--- src/rtl/cw305_reg_ml_mac.sv ---
// cw305_reg_ml_mac: byte-addressed ML register block with a sequential single-MAC perceptron layer.
// Optional feature macro ML_ACC_READBACK_EN adds read-only register 0x09 ACC (final accumulators).

module cw305_reg_ml_mac #(
  parameter int pADDR_WIDTH   = 21,
  parameter int pBYTECNT_SIZE = 7,
  parameter int pDW           = 8,
  parameter int pINPUTCNT     = 4,
  parameter int pOUTPUTCNT    = 4,
  parameter int pACCW         = 20
) (
  input  logic                                   usb_clk,
  input  logic                                   reset_i,
  input  logic [pADDR_WIDTH-pBYTECNT_SIZE-1:0]   reg_address,
  input  logic [pBYTECNT_SIZE-1:0]               reg_bytecnt,
  input  logic [7:0]                             write_data,
  output logic [7:0]                             read_data,
  input  logic                                   reg_read,
  input  logic                                   reg_write,
  input  logic                                   reg_addrvalid,
  output logic                                   busy_o,
  output logic                                   done_o
);

  localparam int AW    = pADDR_WIDTH - pBYTECNT_SIZE;
  localparam int IN_W  = pINPUTCNT * pDW;
  localparam int IN_B  = (IN_W + 7) / 8;
  localparam int WT_W  = pOUTPUTCNT * pINPUTCNT * pDW;
  localparam int WT_B  = (WT_W + 7) / 8;
  localparam int BI_W  = pOUTPUTCNT * pACCW;
  localparam int BI_B  = (BI_W + 7) / 8;
  localparam int OUT_B = (pOUTPUTCNT + 7) / 8;
  localparam int MAXB0 = (IN_B > WT_B) ? IN_B : WT_B;
  localparam int MAXB1 = (MAXB0 > BI_B) ? MAXB0 : BI_B;
  localparam int MAXB  = (MAXB1 > OUT_B) ? MAXB1 : OUT_B;
  localparam int NW    = (pOUTPUTCNT > 1) ? $clog2(pOUTPUTCNT) : 1;
  localparam int IW    = (pINPUTCNT > 1) ? $clog2(pINPUTCNT) : 1;

  localparam logic [AW-1:0] ADDR_INPUTS  = AW'(4);
  localparam logic [AW-1:0] ADDR_WEIGHTS = AW'(5);
  localparam logic [AW-1:0] ADDR_BIAS    = AW'(6);
  localparam logic [AW-1:0] ADDR_OUTPUTS = AW'(7);
  localparam logic [AW-1:0] ADDR_CTRL    = AW'(8);
`ifdef ML_ACC_READBACK_EN
  localparam logic [AW-1:0] ADDR_ACC     = AW'(9);
`endif

  // Fields are stored byte-padded; the masks keep the padding bits of a partial top byte at zero.
  localparam logic [IN_B*8-1:0] IN_MASK = ~({(IN_B*8){1'b1}} << IN_W);
  localparam logic [WT_B*8-1:0] WT_MASK = ~({(WT_B*8){1'b1}} << WT_W);
  localparam logic [BI_B*8-1:0] BI_MASK = ~({(BI_B*8){1'b1}} << BI_W);

  typedef enum logic [2:0] {ST_IDLE, ST_LOAD, ST_MAC, ST_STORE, ST_DONE} state_t;

  state_t                   state_reg, state_next;
  logic [IN_B*8-1:0]        in_reg;
  logic [WT_B*8-1:0]        wt_reg;
  logic [BI_B*8-1:0]        bias_reg;
  logic [pOUTPUTCNT-1:0]    shadow_reg;
  logic [pOUTPUTCNT-1:0]    out_reg;
  logic [OUT_B*8-1:0]       out_pad;
  logic signed [pACCW-1:0]  acc_reg;
  logic [NW-1:0]            n_reg;
  logic [IW-1:0]            i_reg;
  logic                     done_reg;
  logic [7:0]               rd_next;

  logic [MAXB-1:0]          byte_sel;
  logic                     wr_en, rd_en, busy;
  logic                     wr_in, wr_wt, wr_bias, wr_ctrl;
  logic                     go_cmd, clr_cmd;
  logic                     i_last, n_last;

  logic signed [pDW-1:0]    in_arr   [pINPUTCNT];
  logic signed [pDW-1:0]    wt_arr   [pOUTPUTCNT][pINPUTCNT];
  logic signed [pACCW-1:0]  bias_arr [pOUTPUTCNT];
  logic signed [2*pDW-1:0]  prod;
  logic signed [pACCW-1:0]  prod_ext;

  // One-hot decode of the byte index shared by all fields.
  for (genvar gi = 0; gi < MAXB; gi++) begin : g_bsel
    assign byte_sel[gi] = (reg_bytecnt == pBYTECNT_SIZE'(gi));
  end

  assign wr_en   = reg_write & reg_addrvalid;
  assign rd_en   = reg_read & reg_addrvalid;
  assign busy    = (state_reg != ST_IDLE);
  assign wr_in   = wr_en & ~busy & (reg_address == ADDR_INPUTS);
  assign wr_wt   = wr_en & ~busy & (reg_address == ADDR_WEIGHTS);
  assign wr_bias = wr_en & ~busy & (reg_address == ADDR_BIAS);
  assign wr_ctrl = wr_en & (reg_address == ADDR_CTRL) & byte_sel[0];
  assign go_cmd  = wr_ctrl & write_data[0] & ~busy;
  assign clr_cmd = wr_ctrl & write_data[1];

  always_ff @(posedge usb_clk or posedge reset_i) begin
    if (reset_i) begin
      in_reg   <= '0;
      wt_reg   <= '0;
      bias_reg <= '0;
    end else begin
      for (int k = 0; k < IN_B; k++)
        if (wr_in && byte_sel[k]) in_reg[8*k +: 8] <= write_data & IN_MASK[8*k +: 8];
      for (int k = 0; k < WT_B; k++)
        if (wr_wt && byte_sel[k]) wt_reg[8*k +: 8] <= write_data & WT_MASK[8*k +: 8];
      for (int k = 0; k < BI_B; k++)
        if (wr_bias && byte_sel[k]) bias_reg[8*k +: 8] <= write_data & BI_MASK[8*k +: 8];
    end
  end

  for (genvar gi = 0; gi < pINPUTCNT; gi++) begin : g_in
    assign in_arr[gi] = in_reg[gi*pDW +: pDW];
  end

  for (genvar gi = 0; gi < pOUTPUTCNT; gi++) begin : g_neuron
    assign bias_arr[gi] = bias_reg[gi*pACCW +: pACCW];
    for (genvar gj = 0; gj < pINPUTCNT; gj++) begin : g_w
      assign wt_arr[gi][gj] = wt_reg[(gi*pINPUTCNT + gj)*pDW +: pDW];
    end
  end

  assign prod     = in_arr[i_reg] * wt_arr[n_reg][i_reg];
  assign prod_ext = pACCW'(prod);
  assign i_last   = (i_reg == IW'(pINPUTCNT - 1));
  assign n_last   = (n_reg == NW'(pOUTPUTCNT - 1));

  always_ff @(posedge usb_clk or posedge reset_i) begin
    if (reset_i) state_reg <= ST_IDLE;
    else         state_reg <= state_next;
  end

  always_comb begin
    state_next = state_reg;
    case (state_reg)
      ST_IDLE:  if (go_cmd) state_next = ST_LOAD;
      ST_LOAD:  state_next = ST_MAC;
      ST_MAC:   if (i_last) state_next = ST_STORE;
      ST_STORE: state_next = n_last ? ST_DONE : ST_LOAD;
      ST_DONE:  state_next = ST_IDLE;
      default:  state_next = ST_IDLE;
    endcase
  end

  // Results are built in shadow_reg so OUTPUTS only ever change as a complete set.
  always_ff @(posedge usb_clk or posedge reset_i) begin
    if (reset_i) begin
      acc_reg    <= '0;
      n_reg      <= '0;
      i_reg      <= '0;
      shadow_reg <= '0;
      out_reg    <= '0;
    end else begin
      case (state_reg)
        ST_IDLE: begin
          if (go_cmd) begin
            n_reg <= '0;
            i_reg <= '0;
          end
        end
        ST_LOAD: begin
          acc_reg <= bias_arr[n_reg];
          i_reg   <= '0;
        end
        ST_MAC: begin
          acc_reg <= acc_reg + prod_ext;
          i_reg   <= i_reg + IW'(1);
        end
        ST_STORE: begin
          shadow_reg[n_reg] <= ~acc_reg[pACCW-1] & (|acc_reg);
          n_reg             <= n_reg + NW'(1);
        end
        ST_DONE: out_reg <= shadow_reg;
        default: ;
      endcase
    end
  end

  // Go clears done even when clear is written alongside it.
  always_ff @(posedge usb_clk or posedge reset_i) begin
    if (reset_i)                   done_reg <= 1'b0;
    else if (state_reg == ST_DONE) done_reg <= 1'b1;
    else if (go_cmd || clr_cmd)    done_reg <= 1'b0;
  end

  assign out_pad = (OUT_B*8)'(out_reg);

`ifdef ML_ACC_READBACK_EN
  logic signed [pACCW-1:0] acc_sh [pOUTPUTCNT];
  logic [BI_W-1:0]         acc_pack;
  logic [BI_B*8-1:0]       acc_out_reg;

  for (genvar gi = 0; gi < pOUTPUTCNT; gi++) begin : g_accpack
    assign acc_pack[gi*pACCW +: pACCW] = acc_sh[gi];
  end

  always_ff @(posedge usb_clk or posedge reset_i) begin
    if (reset_i) begin
      for (int k = 0; k < pOUTPUTCNT; k++) acc_sh[k] <= '0;
      acc_out_reg <= '0;
    end else begin
      if (state_reg == ST_STORE) acc_sh[n_reg] <= acc_reg;
      if (state_reg == ST_DONE)  acc_out_reg   <= (BI_B*8)'(acc_pack);
    end
  end
`endif

  always_comb begin
    rd_next = 8'h00;
    case (reg_address)
      ADDR_INPUTS:
        for (int k = 0; k < IN_B; k++) if (byte_sel[k]) rd_next = in_reg[8*k +: 8];
      ADDR_WEIGHTS:
        for (int k = 0; k < WT_B; k++) if (byte_sel[k]) rd_next = wt_reg[8*k +: 8];
      ADDR_BIAS:
        for (int k = 0; k < BI_B; k++) if (byte_sel[k]) rd_next = bias_reg[8*k +: 8];
      ADDR_OUTPUTS:
        for (int k = 0; k < OUT_B; k++) if (byte_sel[k]) rd_next = out_pad[8*k +: 8];
      ADDR_CTRL:
        if (byte_sel[0]) rd_next = {6'b0, done_reg, busy};
`ifdef ML_ACC_READBACK_EN
      ADDR_ACC:
        for (int k = 0; k < BI_B; k++) if (byte_sel[k]) rd_next = acc_out_reg[8*k +: 8];
`endif
      default: ;
    endcase
  end

  always_ff @(posedge usb_clk or posedge reset_i) begin
    if (reset_i)    read_data <= 8'h00;
    else if (rd_en) read_data <= rd_next;
  end

  assign busy_o = busy;
  assign done_o = done_reg;

endmodule
--- config.mk ---
export PLATFORM = sky130hd
export DESIGN_NAME = cw305_reg_ml_mac
export DESIGN_NICKNAME = d
export VERILOG_FILES = /design/src/rtl/cw305_reg_ml_mac.sv
export SDC_FILE = /design/constraint.sdc
export NUM_CORES = 1
export LEC_CHECK = 0
export BUFFER_PORTS_ARGS = -buffer_cell sky130_fd_sc_hd__buf_2
export CORE_MARGIN = 3
export CORE_UTILIZATION = 60
export DETAILED_ROUTE_END_ITERATION = 7
export GPL_TIMING_DRIVEN = 0
export MAX_ROUTING_LAYER = met4
export PLACE_DENSITY = 0.77
export REMOVE_ABC_BUFFERS = 1
export SLEW_MARGIN = 5
export SYNTH_ARGS = -nofsm -noshare
export SYNTH_HDL_FRONTEND = slang
export SYNTH_SLANG_ARGS = --single-unit
--- constraint.sdc ---
create_clock -name usb_clk -period 12.6 [get_ports usb_clk]
set_input_delay 2.52 -clock usb_clk [delete_from_list [all_inputs] [get_ports usb_clk]]
set_output_delay 2.52 -clock usb_clk [all_outputs]
set_load 0.1 [all_outputs]
==> results.txt <==
The minimum clock period is 7.81 ns. The synthesized design devotes to its leading area cell type 37.8% of total area. Input and output buffers added on the ports amount to 43.

The post-synth design cell area is 18800 um^2. The total power per unit cell area came out at 93.8 nW/um^2. The worst setup skew after layout came out at 0.0216 ns. After detailed routing, the total wire length is 52.3 mm. TritonCTS built the clock tree. The fraction of the mapped netlist area in simple logic gates came out at 9.11%.

The flip-flop count of the largest register after layout is 128. The number of gates resized after CTS was 0. The arithmetic-cell share of the synthesized area counting full adders, half adders and majority gates came out at 12.8%. Setup violations remaining at the end of the flow were counted as 0. The floorplan step defined a die boundary enclosing 33500 um^2. Buffers inserted to repair hold after CTS numbered 0. The largest total area in the synthesized netlist belongs to dfrtp_1. The floorplan has 64 rows. The synthesized netlist devotes 7.87% of its cell area to compound gates. The number of sinks driven by the clock tree is 284. The number of setup buffers added after CTS came out at 0. The area taken by flip-flops and latches came out at 7120 um^2. The root buffer cell chosen for the clock tree is clkbuf_16. The total non-filler cell area in the finished layout is 20300 um^2. Ranked by total cell area, the synthesized netlist is headed by dfrtp_1 38%, mux2_2 15%, mux4_2 11%. Data arrives at the worst endpoint at 8.28 ns.

The number of levels in the clock H-tree is 1. The flow ran to the end, and the final reports show no timing, DRC or antenna violations. The async set-reset flop share out of synthesis came out at 100%.

The initial antenna violation count is 2. The number of global-route vias before repair is 14.2k. The number of distinct library cell variants in the gate-level netlist after synthesis came out at 76. The relative area change from synthesis to final layout came out at 8.21%. The critical-path maximum fanout is 34. The vertical extent of the die is 183 um. The accumulated negative setup slack came out at 0 ns. The total I/O pin count is 44. The number of nets with antenna violations after detailed routing came out at 0. The DRC violation count after routing came out at 0. The most used flip-flop cell after synthesis is dfrtp_1. The maximum clock frequency came out at 128 MHz. The layout filler cell count is 2316. For this run, the post-layout net count is 1716. The clock insertion delay at the later pin of the skew report came out at 0.57 ns.

The wire length of the first global-routing pass came out at 82.3 mm. The maximum ir drop on the vdd rail came out at 118 uV. The total clock buffers created by CTS came out at 29. Counting flops and latches in the post-synthesis netlist gives 284. The number of max-cap violations came out at 0. From left edge to right edge, the die measures 183 um. The pre-antenna-repair detailed-routing pass consisted of 5 iterations. At the placement stage, the worst setup path has a slack of 4.83 ns. The routed length per placed instance came out at 26.7 um. In this run the worst hold path is classified as reg2reg. Setup slack on the worst reg-to-reg path comes out at 4.79 ns. The worst slack on hold paths is 0.508 ns.

The gate count after technology mapping is 1547. The logic depth of the worst register-to-register path is 19. The capturing element type of the critical path is a flip-flop. The total power after layout came out at 0.00191 W. Of the cells placed in the final design, the portion with a size suffix greater than 1 is 31.2%. The pin slew with the least headroom to its limit is 1.33 ns. The portion of synthesized area spent on multiplexers is 27.4%.

The largest net degree at the start of global routing came out at 124. The starting utilization of the core area came out at 61.1%. The share of the synthesized netlist area taken by xor and xnor gates is 0.885%. For this block, the initial DRC count from the detailed router was 1450. The relative max-transition margin is 11.6%.

The worst setup margin is 4.79 ns. The congestion estimate from routability-driven global placement came to 0.966. The hold path depth is 1. Setup repair after global routing left no endpoint under its margin. The total of warnings raised by yosys came out at 0. The final max-slew violation count was 0. The maximum buffer depth of the clock tree came out at 3.

The setup path with the least slack is of type reg2reg. The total track usage came out at 33.0%. The worst setup path is launched from a flip-flop.

In this run, synthesis inferred 0 flip-flops with an integrated enable. The area occupied by multi-input gates came out at 10900 um^2. The area of the core region came out at 30700 um^2.

Detailed routing inserted a total of 13.4k vias. The final clock period utilization by the worst path came out at 62.0%. The number of hold-slack violations in the final timing report is 0. The mean instance size in the synthesized netlist is 12.2 um^2.

After global routing the overflow that remains totals 0. The CTS clock-pin slew for the worst setup and hold paths is 0.07 ns. In this run the static leakage power is 9.89 nW.

The sum of net half-perimeters after detailed placement is 36.4 mm. For this run, the register share of the synthesized area comes to 37.8%. The data required time of the critical path is 13.07 ns. By area, the combinational part of the netlist is dominated by multiplexers. After detailed routing, the number of vias per cell comes to 6.82. The total placed instance area is 19300 um^2.
critical path, stage by stage (launching register included):
cell	delay (ns)
dfrtp_4	0.70
buf_16	0.31
mux4_2	0.55
mux4_2	0.63
and2_1	0.51
inv_1	0.17
fa_1	0.42
inv_1	0.08
fa_1	0.45
fa_1	0.56
fa_1	0.43
fa_1	0.47
ha_1	0.24
a211oi_1	0.32
o21ai_0	0.23
a31o_2	0.30
o21ai_0	0.29
a21boi_0	0.19
or4b_2	0.65
nand3_1	0.14
through the flow:
stage	cells	util (%)
after floorplan	1462	-
after global placement	1901	62.3
after detailed placement	1908	62.9
after CTS	1959	66.1
after global routing	1960	66.1
final	1960	66.1
logic make-up (layout without fill, tap and decap cells):
logic type      Yosys count  in the layout
fa+ha+maj               139            139
other cells               0              1
simple gates            311            311
mux                     371            371
xor+xnor                 19             19
flops                   284            284
compound gates          225            225
buf+inv                 198            214
routing by layer:
metal,track usage (%),vias to the layer above,wire [um]
met5,-,-,0
met4,15.3,0,2850
met3,5.39,163,4160
met2,52.6,645,25100
met1,42.0,6932,20200
li1,-,5624,-
final timing paths:
kind	to	startpoint
min reg2reg	out_reg[2]$_DFFE_PP0P_	shadow_reg[2]$_DFFE_PP0P_
max	acc_reg[18]$_DFFE_PP0P_	n_reg[1]$_DFFE_PP0P_
max reg2reg	acc_reg[18]$_DFFE_PP0P_	n_reg[1]$_DFFE_PP0P_
min in group asynchronous	shadow_reg[3]$_DFFE_PP0P_	reset_i
max in group asynchronous	wt_reg[58]$_DFFE_PP0P_	reset_i
min	out_reg[2]$_DFFE_PP0P_	shadow_reg[2]$_DFFE_PP0P_
cell type report:
type                            instances  area share, %
Sequential cell                       284           35.0
Inverter                              113           2.12
Tap cell                              396           2.44
Clock buffer                           39           3.95
Timing Repair Buffer                   50           1.91
Clock inverter                         12          0.941
Antenna cell                            1         0.0123
Multi-Input combinational cell       1065           53.6
cell usage in the layout, fill, tap and decap left out, types with 6 or more instances in the layout:
cell / instances
dfrtp_1: 281
mux2_2: 256
inv_1: 112
mux4_2: 88
fa_1: 88
nand2_1: 84
o21ai_0: 70
nor2_1: 60
ha_1: 51
buf_2: 41
and2_1: 37
a21oi_1: 35
clkbuf_16: 29
nand3_1: 22
mux2i_1: 21
o22ai_1: 17
nor3_1: 16
nor2_2: 13
a211oi_1: 12
a22oi_1: 12
nand2b_1: 11
xnor2_1: 11
nor4_1: 8
a22o_1: 8
xor2_1: 8
nor3_4: 8
a221oi_1: 6
mux2_1: 6
clkbuf_1: 6
Yosys cell counts (5+ instances only):
cell,instances
a211oi_1,12
a21o_1,5
a21oi_1,35
a221o_1,5
a221oi_1,6
a22o_1,8
a22oi_1,12
a31oi_1,5
and2_1,37
buf_1,7
buf_2,22
clkbuf_1,52
dfrtp_1,284
fa_1,88
ha_1,51
inv_1,113
mux2_1,6
mux2_2,256
mux2i_1,21
mux4_2,88
nand2_1,84
nand2b_1,11
nand3_1,22
nand4_1,5
nor2_1,60
nor2_2,13
nor2b_1,5
nor3_1,16
nor3_4,8
nor3b_1,6
nor4_1,9
o211ai_1,5
o21a_1,5
o21ai_0,70
o221ai_1,5
o22ai_1,17
xnor2_1,11
xor2_1,8
power breakdown:
part           leakage (nW)  total (W)  switching, W  internal [W]
clock network         0.488   0.000910      0.000363      0.000547
logic                  5.49  0.0000869     0.0000669     0.0000200
registers              3.92   0.000912   0.000000239      0.000912
(Power assumes the default switching activity.)
